--- src/rtl/mips_pkg.sv ---
// mips_pkg: shared opcode/funct values, FSM state encoding and ALU operations
// for the multicycle MIPS core.
package mips_pkg;

  localparam logic [5:0] OP_RTYPE = 6'h00;
  localparam logic [5:0] OP_J     = 6'h02;
  localparam logic [5:0] OP_BEQ   = 6'h04;
  localparam logic [5:0] OP_BNE   = 6'h05;
  localparam logic [5:0] OP_ADDI  = 6'h08;
  localparam logic [5:0] OP_LW    = 6'h23;
  localparam logic [5:0] OP_SW    = 6'h2B;

  localparam logic [5:0] FN_ADD = 6'h20;
  localparam logic [5:0] FN_SUB = 6'h22;
  localparam logic [5:0] FN_AND = 6'h24;
  localparam logic [5:0] FN_OR  = 6'h25;
  localparam logic [5:0] FN_SLT = 6'h2A;

  typedef enum logic [2:0] {
    ST_FETCH,
    ST_DECODE,
    ST_EXEC,
    ST_MEM,
    ST_WB,
    ST_HALT
  } state_t;

  typedef enum logic [2:0] {
    ALU_ADD,
    ALU_SUB,
    ALU_AND,
    ALU_OR,
    ALU_SLT
  } alu_op_t;

  // 32-bit ALU; overflow is ignored and slt compares signed
  function automatic logic [31:0] alu(input alu_op_t fn_op, input logic [31:0] a,
                                      input logic [31:0] b);
    case (fn_op)
      ALU_SUB: return a - b;
      ALU_AND: return a & b;
      ALU_OR:  return a | b;
      ALU_SLT: return {31'd0, ($signed(a) < $signed(b))};
      default: return a + b;
    endcase
  endfunction

endpackage

--- src/rtl/mips_regfile.sv ---
// mips_regfile: 32x32 register file, two async read ports, one sync write
// port, $0 reads as zero and ignores writes, async active-low clear.
module mips_regfile
  import mips_pkg::*;
(
  input  logic        clk,
  input  logic        rst,
  input  logic [4:0]  ra1,
  input  logic [4:0]  ra2,
  output logic [31:0] rd1,
  output logic [31:0] rd2,
  input  logic        we,
  input  logic [4:0]  wa,
  input  logic [31:0] wd
);

  logic [31:0] regs [0:31];

  // clear on reset, write port discards $0
  always_ff @(posedge clk or negedge rst) begin
    if (!rst) begin
      for (int i = 0; i < 32; i++) regs[i] <= '0;
    end else if (we && (wa != 5'd0)) begin
      regs[wa] <= wd;
    end
  end

  assign rd1 = (ra1 == 5'd0) ? '0 : regs[ra1];
  assign rd2 = (ra2 == 5'd0) ? '0 : regs[ra2];

endmodule

--- src/rtl/mips_multicycle_core.sv ---
// mips_multicycle_core: multicycle MIPS subset (add/sub/and/or/slt, addi, lw,
// sw, beq, j) with one shared ALU and one unified ready-handshake memory port.
// Optional: define MIPS_BNE_EN to make bne (opcode 6'h05) legal.
//
// state     | meaning
// ST_FETCH  | request instruction at pc; on ready latch IR, pc += 4
// ST_DECODE | read rs/rt into A/B, precompute branch target; illegal -> HALT
// ST_EXEC   | ALU op; branches/jumps retire here
// ST_MEM    | load/store transfer; sw retires on ready
// ST_WB     | register write-back, retire
// ST_HALT   | terminal until reset
module mips_multicycle_core
  import mips_pkg::*;
#(
  parameter int              PC_W     = 8,
  parameter logic [PC_W-1:0] RESET_PC = '0
) (
  input  logic            clk,
  input  logic            rst,
  output logic            mem_req,
  output logic            mem_we,
  output logic [PC_W-1:0] mem_addr,
  output logic [31:0]     mem_wdata,
  input  logic            mem_ready,
  input  logic [31:0]     mem_rdata,
  output logic [PC_W-1:0] pc,
  output logic            retire,
  output logic            halted
);

`ifdef MIPS_BNE_EN
  localparam logic BNE_EN = 1'b1;
`else
  localparam logic BNE_EN = 1'b0;
`endif

  state_t          state_q, state_d;
  logic            run_q;
  logic [PC_W-1:0] pc_q;
  logic [31:0]     ir_q, mdr_q, a_q, b_q, aluout_q;
  logic [5:0]      op, fn;
  logic [4:0]      rs, rt, rd;
  logic [15:0]     imm;
  logic [25:0]     tgt;
  logic [31:0]     sext, pc_ext, jt, rd1, rd2, alu_a, alu_b, alu_y;
  alu_op_t         alu_op, r_op;
  logic            is_r, is_br, fn_ok, legal, br_taken, xfer;
  logic            rf_we;
  logic [4:0]      rf_wa;
  logic [31:0]     rf_wd;
  logic            unused_ok;

  assign op     = ir_q[31:26];
  assign rs     = ir_q[25:21];
  assign rt     = ir_q[20:16];
  assign rd     = ir_q[15:11];
  assign fn     = ir_q[5:0];
  assign imm    = ir_q[15:0];
  assign tgt    = ir_q[25:0];
  assign sext   = {{16{imm[15]}}, imm};
  assign pc_ext = 32'(pc_q);
  assign jt     = {pc_ext[31:28], tgt, 2'b00};
  assign is_r   = (op == OP_RTYPE);
  assign is_br  = (op == OP_BEQ) || (BNE_EN && (op == OP_BNE));
  assign legal  = (is_r && fn_ok) || (op == OP_ADDI) || (op == OP_LW) || (op == OP_SW) ||
                  (op == OP_BEQ) || (op == OP_J) || (BNE_EN && (op == OP_BNE));
  assign unused_ok = ^{ir_q[10:6], pc_ext, jt};

  // R-type funct to ALU operation
  always_comb begin
    r_op  = ALU_ADD;
    fn_ok = 1'b1;
    case (fn)
      FN_ADD:  r_op = ALU_ADD;
      FN_SUB:  r_op = ALU_SUB;
      FN_AND:  r_op = ALU_AND;
      FN_OR:   r_op = ALU_OR;
      FN_SLT:  r_op = ALU_SLT;
      default: fn_ok = 1'b0;
    endcase
  end

  // shared ALU operand select: pc+4 in FETCH, branch target in DECODE, execute in EXEC
  always_comb begin
    alu_a  = pc_ext;
    alu_b  = 32'd4;
    alu_op = ALU_ADD;
    case (state_q)
      ST_DECODE: alu_b = sext << 2;
      ST_EXEC: begin
        alu_a  = a_q;
        alu_b  = (is_r || is_br) ? b_q : sext;
        alu_op = is_r ? r_op : (is_br ? ALU_SUB : ALU_ADD);
      end
      default: ;
    endcase
  end

  assign alu_y    = alu(alu_op, alu_a, alu_b);
  assign br_taken = (alu_y == 32'd0) ^ (op == OP_BNE);

  // run_q holds the request off for the first cycle after reset
  assign mem_req   = run_q && ((state_q == ST_FETCH) || (state_q == ST_MEM));
  assign mem_we    = mem_req && (state_q == ST_MEM) && (op == OP_SW);
  assign mem_addr  = !mem_req ? '0 :
                     (state_q == ST_MEM) ? {aluout_q[PC_W-1:2], 2'b00} : {pc_q[PC_W-1:2], 2'b00};
  assign mem_wdata = mem_we ? b_q : '0;
  assign xfer      = mem_req && mem_ready;
  assign pc        = pc_q;
  assign halted    = (state_q == ST_HALT);

  // next state and retire pulse
  always_comb begin
    state_d = state_q;
    retire  = 1'b0;
    case (state_q)
      ST_FETCH:  if (xfer) state_d = ST_DECODE;
      ST_DECODE: state_d = legal ? ST_EXEC : ST_HALT;
      ST_EXEC: begin
        if (is_r || (op == OP_ADDI)) begin
          state_d = ST_WB;
        end else if ((op == OP_LW) || (op == OP_SW)) begin
          state_d = ST_MEM;
        end else begin
          retire  = 1'b1;
          state_d = ST_FETCH;
        end
      end
      ST_MEM: begin
        if (xfer) begin
          if (op == OP_SW) begin
            retire  = 1'b1;
            state_d = ST_FETCH;
          end else begin
            state_d = ST_WB;
          end
        end
      end
      ST_WB: begin
        retire  = 1'b1;
        state_d = ST_FETCH;
      end
      default: state_d = ST_HALT;
    endcase
  end

  // state register and post-reset start flag
  always_ff @(posedge clk or negedge rst) begin
    if (!rst) begin
      state_q <= ST_FETCH;
      run_q   <= 1'b0;
    end else begin
      state_q <= state_d;
      run_q   <= 1'b1;
    end
  end

  // PC, IR, MDR, A, B and ALUOut updates per state
  always_ff @(posedge clk or negedge rst) begin
    if (!rst) begin
      pc_q     <= RESET_PC;
      ir_q     <= '0;
      mdr_q    <= '0;
      a_q      <= '0;
      b_q      <= '0;
      aluout_q <= '0;
    end else begin
      case (state_q)
        ST_FETCH: begin
          if (xfer) begin
            ir_q <= mem_rdata;
            pc_q <= alu_y[PC_W-1:0];
          end
        end
        ST_DECODE: begin
          a_q      <= rd1;
          b_q      <= rd2;
          aluout_q <= alu_y;
        end
        ST_EXEC: begin
          if (op == OP_J) begin
            pc_q <= jt[PC_W-1:0];
          end else if (is_br) begin
            if (br_taken) pc_q <= aluout_q[PC_W-1:0];
          end else begin
            aluout_q <= alu_y;
          end
        end
        ST_MEM: if (xfer && (op == OP_LW)) mdr_q <= mem_rdata;
        default: ;
      endcase
    end
  end

  assign rf_we = (state_q == ST_WB);
  assign rf_wa = is_r ? rd : rt;
  assign rf_wd = (op == OP_LW) ? mdr_q : aluout_q;

  mips_regfile u_rf (
    .clk (clk),
    .rst (rst),
    .ra1 (rs),
    .ra2 (rt),
    .rd1 (rd1),
    .rd2 (rd2),
    .we  (rf_we),
    .wa  (rf_wa),
    .wd  (rf_wd)
  );

endmodule

--- config.mk ---
export PLATFORM = sky130hd
export DESIGN_NAME = mips_multicycle_core
export DESIGN_NICKNAME = d
export VERILOG_FILES = /design/src/rtl/mips_pkg.sv /design/src/rtl/mips_regfile.sv /design/src/rtl/mips_multicycle_core.sv
export SDC_FILE = /design/constraint.sdc
export NUM_CORES = 2
export LEC_CHECK = 0
export BUFFER_PORTS_ARGS = -buffer_cell sky130_fd_sc_hd__buf_2
export CAP_MARGIN = 20
export CORE_MARGIN = 8
export CORE_UTILIZATION = 30
export CTS_BUF_LIST = sky130_fd_sc_hd__clkbuf_8
export DETAILED_ROUTE_END_ITERATION = 8
export PLACE_DENSITY = 0.55
export SLEW_MARGIN = 20
export SYNTH_ARGS = -nofsm -noshare
export SYNTH_HDL_FRONTEND = slang
export SYNTH_SLANG_ARGS = --single-unit
--- constraint.sdc ---
create_clock -name clk -period 7.8 [get_ports clk]
set_clock_uncertainty 0.05 [all_clocks]
set_input_delay 0.78 -clock clk [delete_from_list [all_inputs] [get_ports clk]]
set_output_delay 0.78 -clock clk [all_outputs]
set_load 0.02 [all_outputs]
==> flow_summary.ini <==
[run_status]
status = finished, final reports clean

[synthesis]
synth_edf_count = 0
synth_area_leaders = dfrtp_1 45%, mux4_2 13%, o21ai_0 6.0%
ys_types = 83
synth_top_family_by_area = multiplexers
yosys.area_share.adder = 0.01867
synthMuxAreaShare = 0.2051
synth_xor_xnor_area_share = 0.002372
yosysTopAreaCell = dfrtp_1
synth_area_um2 = 66460
ys_ff_latch = 1196
synth_top_area_share = 0.4503
yosys.area_share.simple = 0.1119
ys_seq_area_frac = 0.4503
postSynthCellCount = 6670
syn_area_per_cell_um2 = 9.965
synth-async-reset-ratio = 1.000
synth_compound_area_frac = 0.1690
yosysWarnings = 0
synth_top_flop_cell = dfrtp_1

[worst_setup_path]
crit_fanout = 13
regToRegSetupSlack_ps = 500
cp.required_ps = 8640
path_class = reg -> reg
worstSetupStartpointType = flop
timing.rr.start = ir_q[29]
regToRegEndpoint = pc[4]
worstPathArrival_ps = 8150
critical_path.cell_chain = or4_4 > nor2_2 > o21ai_0 > and2_1 > a21oi_1 > ha_1 > nor4_1 > nand3_1 > a31oi_1 > nor3_1 > buf_4 > a221oi_1 > o22ai_1 > or4_1 > or4_1 > or4_4 > o211ai_1
max_stage_delay_ps = 680
cpMaxStageDelayCell = nor2_2
endpoint_kind = flop
ff2ff_path_depth = 17

[clock_tree]
cts_tree = yes
htreeDepth = 4
clk_pin_slew_ps = 60
cts_sinks = 1196
insertion_delay_ps = 980
cts_resized = 0
cts_root_buf = clkbuf_8
clk_path_buf_depth = 3
numCtsBuffers = 199

[sta]
post-route-period-util = 0.9364
fin_ws_ps = 496.2
fmax_mhz = 136.9
period_minus_slack_ps = 7304
fin_setup_tns_ps = 0
drv_slew = 0
finalHoldViolCount = 0
max-slew-margin-rel = 0.2011
worst_pin_slew_ps = 1198
setup_viol = 0
rsz0062_at_grt = no

[layout]
fillCellCount = 22370
final_nets = 6625
seqCellArea_um2 = 29960
multiInputGateArea_um2 = 34240
drive_above_1_share = 0.1802
area_growth_pct = 12.10

[global_route]
first_global_vias = 53440
antenna_found_initial = 14
grt_use_total = 0.2102
grt_pass1_wl_um = 374500
grt_max_degree = 150
grt_overflow_total = 0

[placed_design]
gp_congestion = 0.9732
post-dp-hpwl_um = 159500
io_buffers = 84
place_ws_ps = 702.5

[floorplan]
pin_count = 87
die_x_um = 486.7
start_util = 0.3022
rows = 172
die_y_um = 486.7
coreArea_um2 = 219900
die-area_um2 = 236900

[power_and_ir_drop]
leakagePower_nw = 32.00
p_per_area_nw_per_um2 = 394.5
peakVddDrop_mv = 0.2527

[drt]
firstDrtPassIters = 7
via_count = 54240
finalWirelength_um = 256400
antenna_left = 0
drc = 0
wire_per_inst_um = 26.63
via_per_inst = 5.635
drt_iter0_drc = 5165

[min_path]
hold_path_end = ir_q[16]
holdPathStages = 2
hold_class = in -> reg
hold_start = mem_rdata[16]

[run]
maxCapViolations = 0
-- registers in the layout, indices dropped and copies added (netlist names) --
| register | flops |
|---|---|
| a_q | 32 |
| b_q | 32 |
| u_rf.regs | 1024 |
| state_q | 3 |
| run_q | 1 |
| ir_q | 32 |
| mdr_q | 32 |
| pc | 8 |
| aluout_q | 32 |
-- how the worst max path moves through the flow --
| stage | start | end | slack [ps] | cells after the start |
|---|---|---|---|---|
| after floorplan | ir_q[29] | pc[3] | 1280 | 22 |
| after global placement | ir_q[29] | pc[4] | 750 | 18 |
| after detailed placement | ir_q[29] | pc[4] | 700 | 18 |
| after CTS | ir_q[29] | pc[4] | 650 | 18 |
| after global routing | ir_q[29] | pc[3] | 370 | 18 |
| final | ir_q[29] | pc[4] | 500 | 17 |
-- critical path: cells and delay by family (launching register included) --
| kind | cells | cell delay, ps |
|---|---|---|
| AND/OR/NAND/NOR | 9 | 4450 |
| AO/OA/AOI/OAI | 6 | 1710 |
| flip-flops | 1 | 490 |
| adder cells (fa/ha/maj) | 1 | 320 |
| buffers and inverters | 1 | 170 |
-- repair_timing --
item,CTS,global route
hold buffers,21,0
setup buffers,0,0
endpoints found under the setup margin,0,0
hold endpoints to repair,163,0
-- layout make-up --
cell class                      instances  share of cell area
Antenna cell                            7           0.0002351
Clock buffer                          253             0.04673
Clock inverter                        117            0.009085
Inverter                              104            0.005239
Multi-Input combinational cell       4728              0.4595
Sequential cell                      1196              0.4022
Tap cell                             2958             0.04967
Timing Repair Buffer                  263             0.02734
-- routing by layer --
metal | GRT usage | vias up | share of wire
met3 | 0.03978 | 580 | 0.076
li1 | - | 23770 | -
met1 | 0.2884 | 27530 | 0.43
met5 | 0 | - | 0.00044
met4 | 0.08750 | 12 | 0.045
met2 | 0.3268 | 2348 | 0.45
-- cell usage after synthesis, drive strengths merged, types with 19 or more instances --
master and n:
a211oi 27, a21o 20, a21oi 706, a22o 41, and2 66, buf 86, clkbuf 557, dfrtp 1196
ha 96, inv 104, mux2 160, mux2i 320, mux4 383, nand2 797, nand2b 28, nand3 38
nor2 643, nor3 78, nor4 19, o211ai 34, o21a 22, o21ai 811, o221ai 98, o22ai 74
-- through the flow --
| step | std cells | area (um2) | hold slack [ps] | total power [mW] | util |
|---|---|---|---|---|---|
| after floorplan | 6671 | 66470 | 388.5 | 18.27 | - |
| after global placement | 9227 | 70080 | 330.1 | 23.23 | 0.3187 |
| after detailed placement | 9227 | 70090 | 337.0 | 23.43 | 0.3187 |
| after CTS | 9618 | 74460 | 9.057 | 29.29 | 0.3385 |
| after global routing | 9621 | 74500 | 49.77 | 30.93 | 0.3387 |
| final | 9626 | 74510 | 114.4 | 29.39 | 0.3388 |
-- cells by family (layout without fill, tap and decap cells) --
group,Yosys count,after routing
and+or+nand+nor,1773,1773
muxes,863,863
other,2,10
AOI/OAI and AO/OA,1973,1973
adders and majority gates,98,98
DFF,1196,1196
xor gates and xnor gates,18,18
buffers and inverters,747,737
-- cells in the final DEF, fill, tap and decap left out, types with 18 or more instances in the layout --
cell type,netlist,final
dfrtp_1,1196,1186
inv_1,103,182
clkbuf_8,0,253
o21a_1,22,22
ha_1,96,96
mux2i_2,0,29
a22o_1,41,41
a21oi_1,704,702
mux2i_1,320,288
nand2b_1,28,21
nand2_1,796,786
o22ai_1,74,74
and2_1,65,65
nand3_1,38,34
nor4_1,18,18
nor2_1,642,627
buf_2,8,83
buf_4,2,142
mux2_2,160,160
mux4_2,383,383
o221ai_1,98,98
dlygate4sd3_1,0,21
o211ai_1,34,34
a211oi_1,27,27
o21ai_0,803,803
a21o_1,20,20
nor3_1,78,74
clkinv_2,0,23
-- where the power goes --
| group | internal (mW) | switching (mW) | leakage (nW) |
|---|---|---|---|
| Combinational | 5.14 | 8.54 | 13.3 |
| Clock | 3.11 | 2.70 | 2.44 |
| Sequential | 7.90 | 2.00 | 16.2 |
Power figures use the tool's default switching activity.
